<file path="config.mk">
export PLATFORM = sky130hd
export DESIGN_NAME = mac_dot_accum_flat
export DESIGN_NICKNAME = d
export VERILOG_FILES = /design/src/rtl/mac_dot_accum_if.sv /design/src/rtl/mac_dot_accum.sv /design/src/flat_wrapper.sv
export SDC_FILE = /design/constraint.sdc
export NUM_CORES = 1
export LEC_CHECK = 0
export ABC_AREA = 1
export CORE_AREA = 2 2 118 120
export DETAILED_ROUTE_END_ITERATION = 12
export DIE_AREA = 0 0 120 122
export PLACE_DENSITY = 0.79
export SLEW_MARGIN = 20
export SYNTH_ARGS = -nofsm -noshare
export SYNTH_HDL_FRONTEND = slang
export SYNTH_SLANG_ARGS = --single-unit
</file>
<file path="constraint.sdc">
create_clock -name clk -period 4.7 [get_ports clk]
set_input_delay 1.175 -clock clk [delete_from_list [all_inputs] [get_ports clk]]
set_output_delay 1.175 -clock clk [all_outputs]
set_load 0.005 [all_outputs]
</file>
<file path="src/rtl/mac_dot_accum_if.sv">
// Operand-tag input and finished-sum output bundle of mac_dot_accum.
// The design side uses the slave modport; the producer/consumer uses master.
interface mac_dot_accum_if #(
  parameter int BITS = 8,
  parameter int LEN  = 4,
  parameter int ACCW = 2*BITS+8
);
  localparam int TW = $clog2(LEN+1);

  logic              in_valid;
  logic              in_last;
  logic [2*BITS-1:0] mac_o;
  logic              out_valid;
  logic              out_ready;
  logic [ACCW-1:0]   out_data;
  logic [TW-1:0]     out_terms;

  modport master (
    output in_valid, in_last, mac_o, out_ready,
    input  out_valid, out_data, out_terms
  );

  modport slave (
    input  in_valid, in_last, mac_o, out_ready,
    output out_valid, out_data, out_terms
  );
endinterface

</file>
<file path="src/rtl/mac_dot_accum.sv">
// Sums tagged runs of upstream MAC results into dot products and queues
// each finished sum with its term count behind a valid/ready FIFO.
module mac_dot_accum #(
  parameter int BITS  = 8,
  parameter int LAT   = 4,
  parameter int LEN   = 4,
  parameter int ACCW  = 2*BITS+8,
  parameter int DEPTH = 4
) (
  input  logic           clk,
  input  logic           rst,
  mac_dot_accum_if.slave bus,
  input  logic           clear,
  output logic           busy,
  output logic           drop
);
  localparam int TW = $clog2(LEN+1);
  localparam int AW = $clog2(DEPTH);

  typedef enum logic {EMPTY, RUN} state_t;

  state_t          state, state_nxt;
  logic [LAT-1:0]  tag_v, tag_l;
  logic            tag_hit, tag_last;
  logic [ACCW-1:0] acc, acc_nxt, sum;
  logic [TW-1:0]   terms, terms_nxt, cnt;
  logic            close;

  logic [ACCW-1:0] mem_data  [DEPTH];
  logic [TW-1:0]   mem_terms [DEPTH];
  logic [AW:0]     wr_ptr, rd_ptr;
  logic            fifo_empty, fifo_full, pop, push_ok;

  // Tag line mirrors the upstream latency so the oldest stage lines up with mac_o.
  always_ff @(posedge clk or negedge rst) begin
    if (!rst) begin
      tag_v <= '0;
      tag_l <= '0;
    end else if (clear) begin
      tag_v <= '0;
      tag_l <= '0;
    end else begin
      tag_v[0] <= bus.in_valid;
      tag_l[0] <= bus.in_valid & bus.in_last;
      for (int i = 1; i < LAT; i++) begin
        tag_v[i] <= tag_v[i-1];
        tag_l[i] <= tag_l[i-1];
      end
    end
  end

  assign tag_hit  = tag_v[LAT-1];
  assign tag_last = tag_l[LAT-1];

  always_ff @(posedge clk or negedge rst) begin
    if (!rst) begin
      state <= EMPTY;
      acc   <= '0;
      terms <= '0;
    end else if (clear) begin
      state <= EMPTY;
      acc   <= '0;
      terms <= '0;
    end else begin
      state <= state_nxt;
      acc   <= acc_nxt;
      terms <= terms_nxt;
    end
  end

  // An EMPTY accumulator starts from zero, so a single-term close still pushes mac_o.
  always_comb begin
    sum       = ((state == RUN) ? acc : '0) + ACCW'(bus.mac_o);
    cnt       = ((state == RUN) ? terms : '0) + TW'(1);
    close     = tag_hit && (tag_last || (cnt == TW'(LEN)));
    state_nxt = state;
    acc_nxt   = acc;
    terms_nxt = terms;
    if (tag_hit) begin
      acc_nxt   = sum;
      terms_nxt = cnt;
      state_nxt = close ? EMPTY : RUN;
    end
  end

  assign fifo_empty = (wr_ptr == rd_ptr);
  assign fifo_full  = (wr_ptr[AW] != rd_ptr[AW]) && (wr_ptr[AW-1:0] == rd_ptr[AW-1:0]);
  assign pop        = !fifo_empty && bus.out_ready;
  assign push_ok    = close && (!fifo_full || pop);

  always_ff @(posedge clk or negedge rst) begin
    if (!rst) begin
      wr_ptr <= '0;
      rd_ptr <= '0;
      drop   <= 1'b0;
    end else if (clear) begin
      wr_ptr <= '0;
      rd_ptr <= '0;
      drop   <= 1'b0;
    end else begin
      if (push_ok) begin
        wr_ptr <= wr_ptr + (AW+1)'(1);
      end
      if (pop) begin
        rd_ptr <= rd_ptr + (AW+1)'(1);
      end
      if (close && !push_ok) begin
        drop <= 1'b1;
      end
    end
  end

  always_ff @(posedge clk) begin
    if (push_ok && !clear) begin
      mem_data[wr_ptr[AW-1:0]]  <= sum;
      mem_terms[wr_ptr[AW-1:0]] <= cnt;
    end
  end

  // Storage is not reset, so the head is forced to zero whenever the FIFO is empty.
  assign bus.out_valid = !fifo_empty;
  assign bus.out_data  = fifo_empty ? '0 : mem_data[rd_ptr[AW-1:0]];
  assign bus.out_terms = fifo_empty ? '0 : mem_terms[rd_ptr[AW-1:0]];
  assign busy          = (|tag_v) || (state == RUN);
endmodule

</file>
<file path="src/flat_wrapper.sv">
// flat-port wrapper written by rule: the top's interface ports become plain ports
module mac_dot_accum_flat 
#(
  parameter int BITS  = 8,
  parameter int LAT   = 4,
  parameter int LEN   = 4,
  parameter int ACCW  = 2*BITS+8,
  parameter int DEPTH = 4
)
  (clk, rst, clear, busy, drop, bus_in_valid, bus_in_last, bus_mac_o, bus_out_ready, bus_out_valid, bus_out_data, bus_out_terms);
  mac_dot_accum_if #(.BITS(BITS), .LEN(LEN), .ACCW(ACCW)) bus_i ();
  input  logic clk;
  input  logic rst;
  input  logic clear;
  output logic busy;
  output logic drop;
  input wire logic [$bits(bus_i.in_valid)-1:0] bus_in_valid;
  input wire logic [$bits(bus_i.in_last)-1:0] bus_in_last;
  input wire logic [$bits(bus_i.mac_o)-1:0] bus_mac_o;
  input wire logic [$bits(bus_i.out_ready)-1:0] bus_out_ready;
  output wire logic [$bits(bus_i.out_valid)-1:0] bus_out_valid;
  output wire logic [$bits(bus_i.out_data)-1:0] bus_out_data;
  output wire logic [$bits(bus_i.out_terms)-1:0] bus_out_terms;
  assign bus_i.in_valid = bus_in_valid;
  assign bus_i.in_last = bus_in_last;
  assign bus_i.mac_o = bus_mac_o;
  assign bus_i.out_ready = bus_out_ready;
  assign bus_out_valid = bus_i.out_valid;
  assign bus_out_data = bus_i.out_data;
  assign bus_out_terms = bus_i.out_terms;
  mac_dot_accum #(.BITS(BITS), .LAT(LAT), .LEN(LEN), .ACCW(ACCW), .DEPTH(DEPTH)) u_core (.clk(clk), .rst(rst), .bus(bus_i), .clear(clear), .busy(busy), .drop(drop));
endmodule
</file>
==> results.yml, run 1 <==
outcome:
  status: "completed"
floorplanning:
  initial_core_util_pct: 57.4
  die_area_um2: 14600
  die_w_um: 120
  die_h_um: 122
  core_area_um2: 13500
  ioPinCount: 52
  fp-row-count: 43
final_layout:
  regArea_um2: 4320
  final_layout_size_suffix_gt1_share_pct: 6.71
  stdcell_count: 1104
  syn_to_final_growth_pct: 17.1
  final_cell_mix: "221 x nand2_1, 125 x inv_1, 125 x nor2_1"
  final_common_cell: "nand2_1"
  multi_input_area_um2: 2810
  finalInstanceArea_um2: 9080
  nets: 957
  num_antenna_cells: 0
  nFillCells: 1019
sta:
  fin_crit_sh_pct: 83.1
  finalSetupTns_ns: 0
  final-setup-viol-count: 0
  slew_headroom_pct: 46.0
  finClkSkew_ns: 0.00802
  rsz0062_at_grt: "no"
  hold_violations: 0
  period_needed_ns: 3.90
  tightest_slew_ns: 0.810
  report.final.slew_viol_count: 0
  maxClockFrequency_ghz: 0.256
critical_path:
  critical_path_arrival_ns: 2.73
  cp-start-kind: "flip-flop"
  cpLargestDelayFamily: "buffers and inverters"
  worst-setup-path-type: "flip-flop to primary output"
  r2r_cells: 12
  slowest_delay_ns: 0.86
  r2r_end: "u_core.mem_data[3][7]$_DFFE_PP_"
  r2r-start: "u_core.state$_DFFE_PN0P_"
  reg2reg_slack_ns: 1.53
  end_kind: "primary output"
  critical_path_buf_inv_count: 3
  required_ns: 3.52
  cpMaxStageDelayCell: "dfrtp_1"
  crit_fanout: 32
  crit_path_cell_trace: "buf_4 -> o21ai_0 -> o32ai_1 -> nand2_1 -> inv_1 -> clkdlybuf4s50_1"
yosys:
  ys.flop_type: "edfxtp_1"
  yosys_warnings: 0
  synth.avg_cell_area_um2: 9.00
  synthCells: 861
  synthArstFlopShare_pct: 28.5
  synth_fp_nets: 907
  synth.distinct_cells: 38
  synth_edf_count: 108
  ys_seq_area_share_pct: 55.7
  synth.cell_area_um2: 7750
  ys_ff_latch: 151
global_route:
  grt_max_degree: 57
  grt_pass1_wl_um: 27800
  first_global_vias: 5825
  antenna_found_initial: 0
  overflow: 0
  grt_util_all_layers_pct: 24.9
clock_network:
  cts_root_buf: "clkbuf_16"
  htreeDepth: 4
  cts_made_buffers: 17
  clk_pin_slew_ns: 0.06
  cts_buffer_depth: 2
  cts_tree: "done"
  clock_sinks: 151
  ctsHoldBuffers: 0
  cts_setup_buffers: 0
  cts_resized: 0
  clk_latency_ns: 0.42
placed_design:
  dpl-instance-area_um2: 8420
  dp.cells: 1072
  place_hpwl_um: 11200
  place.gp.congestion: 0.894
  io_buffers: 51
min_path:
  hold_path_end: "u_core.tag_l[1]$_DFF_PN0_"
  hold_class: "flip-flop to flip-flop"
  hold_depth: 2
  min-delay-start: "u_core.tag_l[0]$_DFF_PN0_"
detailed_routing:
  firstDrtPassIters: 5
  drt_iter0_drc: 456
  vias: 5958
  wl_per_cell_um: 15.5
  drt_wl_total_um: 17100
  ant_nets: 0
  vias_per_cell: 5.40
  drc: 0
flow_run:
  max-cap-violations: 0
power_and_ir_drop:
  power_density_nw_per_um2: 336
  leakagePower_nw: 4.20
  totalPowerFinal_mw: 3.05
  max-vdd-ir-drop_mv: 0.233
==> registers in the layout (all words and copies together) (netlist names) <==
signal            flops
u_core.tag_v          4
u_core.tag_l          4
u_core.terms          3
u_core.mem_terms     12
u_core.drop           1
u_core.mem_data      96
u_core.state          1
u_core.rd_ptr         3
u_core.acc           24
u_core.wr_ptr         3
==> area by class of cell <==
class	instances	area share, %
Sequential cell	151	47.6
Multi-Input combinational cell	552	30.9
Timing Repair Buffer	62	6.50
Inverter	127	5.25
Clock buffer	20	4.81
Clock inverter	12	2.48
Tap cell	180	2.48
==> cells by family after synthesis <==
group / share of synthesized area (%)
compound gates: 7.68
simple gates: 22.7
fa+ha+maj: 3.97
flops: 55.7
buf+inv: 8.20
xor+xnor: 1.71
==> worst register-to-register path: cells and delay by family (launching register included) <==
family                     cells  cell delay [ns]
adders and majority gates      1             0.28
AOI/OAI and AO/OA              1             0.22
xor gates and xnor gates       1             0.20
and+or+nand+nor                5             0.49
buffers and inverters          4             0.94
DFF                            1             0.69
==> cells in the mapped netlist (5+ instances only) <==
cell	instances	share of area, %
nand2_1	221	11
nor2_1	129	6.2
inv_1	125	6.1
edfxtp_1	108	42
dfrtp_1	43	14
nand3_1	38	2.5
o21ai_0	36	2.3
o32ai_1	27	3.1
ha_1	23	3.7
a21oi_1	13	0.84
buf_2	13	0.84
clkbuf_1	13	0.63
and2_1	11	0.89
a22o_1	7	0.79
xor2_1	7	0.79
nand4_1	6	0.48
xnor2_1	5	0.56
==> where the power goes <==
part | switching (mW) | total (mW) | internal [mW] | leakage (nW)
clock | 0.532 | 1.53 | 0.997 | 0.312
sequential | 0.00261 | 1.43 | 1.43 | 1.56
combinational | 0.0586 | 0.0926 | 0.0340 | 2.32
==> per-stage QoR <==
stage          utilization, %  hold slack [ns]  setup slack, ns
2_1_floorplan               -            0.434             1.32
3_3_place_gp             62.3            0.438             1.23
3_5_place_dp             62.3            0.458             1.22
4_1_cts                  67.2            0.469            0.765
5_1_grt                  67.2            0.480            0.572
6_report                 67.2            0.469            0.795
==> worst max-delay path by stage <==
stage,startpoint,endpoint,slack (ns),cells after the start
final,u_core.rd_ptr[1]$_DFFE_PN0P_,bus_out_data[12],0.80,6
after global routing,u_core.rd_ptr[1]$_DFFE_PN0P_,bus_out_data[12],0.57,6
after CTS,u_core.rd_ptr[1]$_DFFE_PN0P_,bus_out_data[12],0.76,6
after global placement,bus_mac_o[0],u_core.mem_data[0][16]$_DFFE_PP_,1.23,13
after floorplan,u_core.state$_DFFE_PN0P_,u_core.mem_data[0][0]$_DFFE_PP_,1.32,13
after detailed placement,bus_mac_o[0],u_core.mem_data[2][22]$_DFFE_PP_,1.22,13
==> routing by layer <==
layer  up-vias  track usage (%)  share of wire [%]
met5         -                0                  0
met4         0             10.5                2.4
met3        36             4.26                6.7
li1       2912                -                  -
met1      2810             30.8                 41
met2       200             43.5                 49
(Power assumes the default switching activity.)
==> run 2: changes to the inputs <==
==> constraint.sdc (replaced) <==
create_clock -name clk -period 3.75 [get_ports clk]
set_input_delay 0.9375 -clock clk [delete_from_list [all_inputs] [get_ports clk]]
set_output_delay 0.9375 -clock clk [all_outputs]
set_load 0.005 [all_outputs]
==> run 2 against run 1 <==
Compared with the run above: wire length down 3.2%; count of clock-buffer cells in the layout is 2 lower; non-clock buffer count increased by 3; sequential cell count unchanged; largest cell class unchanged; highest routed layer unchanged.
==> results.yml, run 2 (synthesized netlist as in run 1, its figures left out) <==
critical_path:
  crit_path_cell_trace: "buf_4 -> nand2_1 -> a21oi_2 -> nand2_1 -> buf_4 -> nand2_1 -> inv_1 -> clkdlybuf4s50_1"
  crit_fanout: 56
  worst-setup-path-type: "flip-flop to primary output"
  required_ns: 2.81
  critical_path_buf_inv_count: 4
  cpMaxStageDelayCell: "buf_4"
  cp-start-kind: "flip-flop"
  r2r_cells: 12
  critical_path_arrival_ns: 2.57
  end_kind: "primary output"
  slowest_delay_ns: 0.48
  reg2reg_slack_ns: 0.99
  cpLargestDelayFamily: "buffers and inverters"
  r2r_end: "u_core.mem_data[3][16]$_DFFE_PP_"
  r2r-start: "u_core.state$_DFFE_PN0P_"
  cpMostUsedCell: "nand2_1"
floorplanning:
  fp-row-count: 43
  die_h_um: 122
  ioPinCount: 52
  die_w_um: 120
  die_area_um2: 14600
  initial_core_util_pct: 57.4
  core_area_um2: 13500
global_route:
  grt_max_degree: 57
  overflow: 0
  first_global_vias: 5552
  antenna_found_initial: 0
  grt_util_all_layers_pct: 24.1
  grt_pass1_wl_um: 27000
sta:
  fin_crit_sh_pct: 93.4
  period_needed_ns: 3.50
  finalSetupTns_ns: 0
  final-setup-viol-count: 0
  slew_headroom_pct: 43.5
  report.final.slew_viol_count: 0
  tightest_slew_ns: 0.848
  rsz0062_at_grt: "no"
  hold_violations: 0
  finClkSkew_ns: 0.0106
  worst_slack_ns: 0.246
  maxClockFrequency_ghz: 0.285
min_path:
  min-delay-start: "u_core.tag_l[1]$_DFF_PN0_"
  hold_class: "flip-flop to flip-flop"
  hold_path_end: "u_core.tag_l[2]$_DFF_PN0_"
  hold_depth: 2
clock_network:
  cts_buffer_depth: 2
  cts_root_buf: "clkbuf_16"
  cts_made_buffers: 17
  clk_pin_slew_ns: 0.06
  clk_latency_ns: 0.42
  cts_setup_buffers: 0
  cts_tree: "done"
  ctsHoldBuffers: 0
  htreeDepth: 4
  clock_sinks: 151
  cts_resized: 0
placed_design:
  io_buffers: 51
  place.gp.congestion: 0.911
  dpl-instance-area_um2: 8460
  place_hpwl_um: 11100
  dp.cells: 1075
  place_ws_ns: 0.498
detailed_routing:
  drc: 0
  firstDrtPassIters: 6
  wl_per_cell_um: 15.0
  ant_nets: 0
  drt_wl_total_um: 16600
  drt_iter0_drc: 571
  vias_per_cell: 5.26
  vias: 5814
power_and_ir_drop:
  power_density_nw_per_um2: 383
  max-vdd-ir-drop_mv: 0.293
  leakagePower_nw: 4.15
  totalPowerFinal_mw: 3.45
final_layout:
  nets: 960
  final_common_cell: "nand2_1"
  num_antenna_cells: 0
  syn_to_final_growth_pct: 16.1
  finalInstanceArea_um2: 9000
  stdcell_count: 1106
  final_layout_size_suffix_gt1_share_pct: 6.91
  largest_register_ffs: 96
  final_cell_mix: "221 x nand2_1, 125 x inv_1, 125 x nor2_1"
flow_run:
  max-cap-violations: 0
outcome:
  status: "completed"
[run 2: cell count changes in the layout (fill, tap and decap cells not counted), sizes merged]
cell      change
clkbuf        -2
buf           +3
clkinv        +4
bufinv        -5
clkinvlp      +3
inv           -1
[run 2: report_power, final]
group | internal (mW) | switching [mW]
Combinational | 0.0439 | 0.0739
Sequential | 1.79 | 0.00256
Clock | 0.900 | 0.642
Total | 2.73 | 0.718
[run 2: final cells by class]
| class | count | area, um2 |
|---|---|---|
| flip-flops and latches | 151 | 4320 |
| repair buffers | 65 | 636 |
| clock inverters | 13 | 110 |
| inverters | 127 | 477 |
| well taps | 180 | 225 |
| clock buffers | 18 | 429 |
| multi-input cells | 552 | 2810 |
| fillers | 1033 | 4500 |
[run 2: worst max-delay path by stage]
stage,startpoint,to,cells past startpoint
floorplan,u_core.state$_DFFE_PN0P_,u_core.mem_data[0][0]$_DFFE_PP_,13
global placement,bus_mac_o[0],u_core.mem_data[1][14]$_DFFE_PP_,13
detailed placement,bus_mac_o[0],u_core.mem_data[0][14]$_DFFE_PP_,13
CTS,u_core.rd_ptr[0]$_DFFE_PN0P_,bus_out_data[20],8
global route,u_core.rd_ptr[0]$_DFFE_PN0P_,bus_out_data[12],8
finish,u_core.rd_ptr[0]$_DFFE_PN0P_,bus_out_data[12],8
[run 2: tightest hold or removal path: cells and delay by family, from the launching register on]
kind	cells	cell delay, ns
flip-flops	1	0.32
AND/OR/NAND/NOR	1	0.07
buffers and inverters	1	0.03
[run 2: through the flow]
stage	util [%]	hold WS (ns)
4_1_cts	66.7	0.460
3_5_place_dp	62.7	0.447
5_1_grt	66.7	0.487
6_report	66.7	0.454
2_1_floorplan	-	0.434
3_3_place_gp	62.7	0.438
[run 2: per-layer routing]
layer  vias to the layer above  wire length, um  track usage (%)
li1                       2908                -                -
met1                      2710             7230             31.3
met2                       170             8020             40.7
met3                        26             1070             4.82
met4                         0              263             7.94
met5                         -                0                0
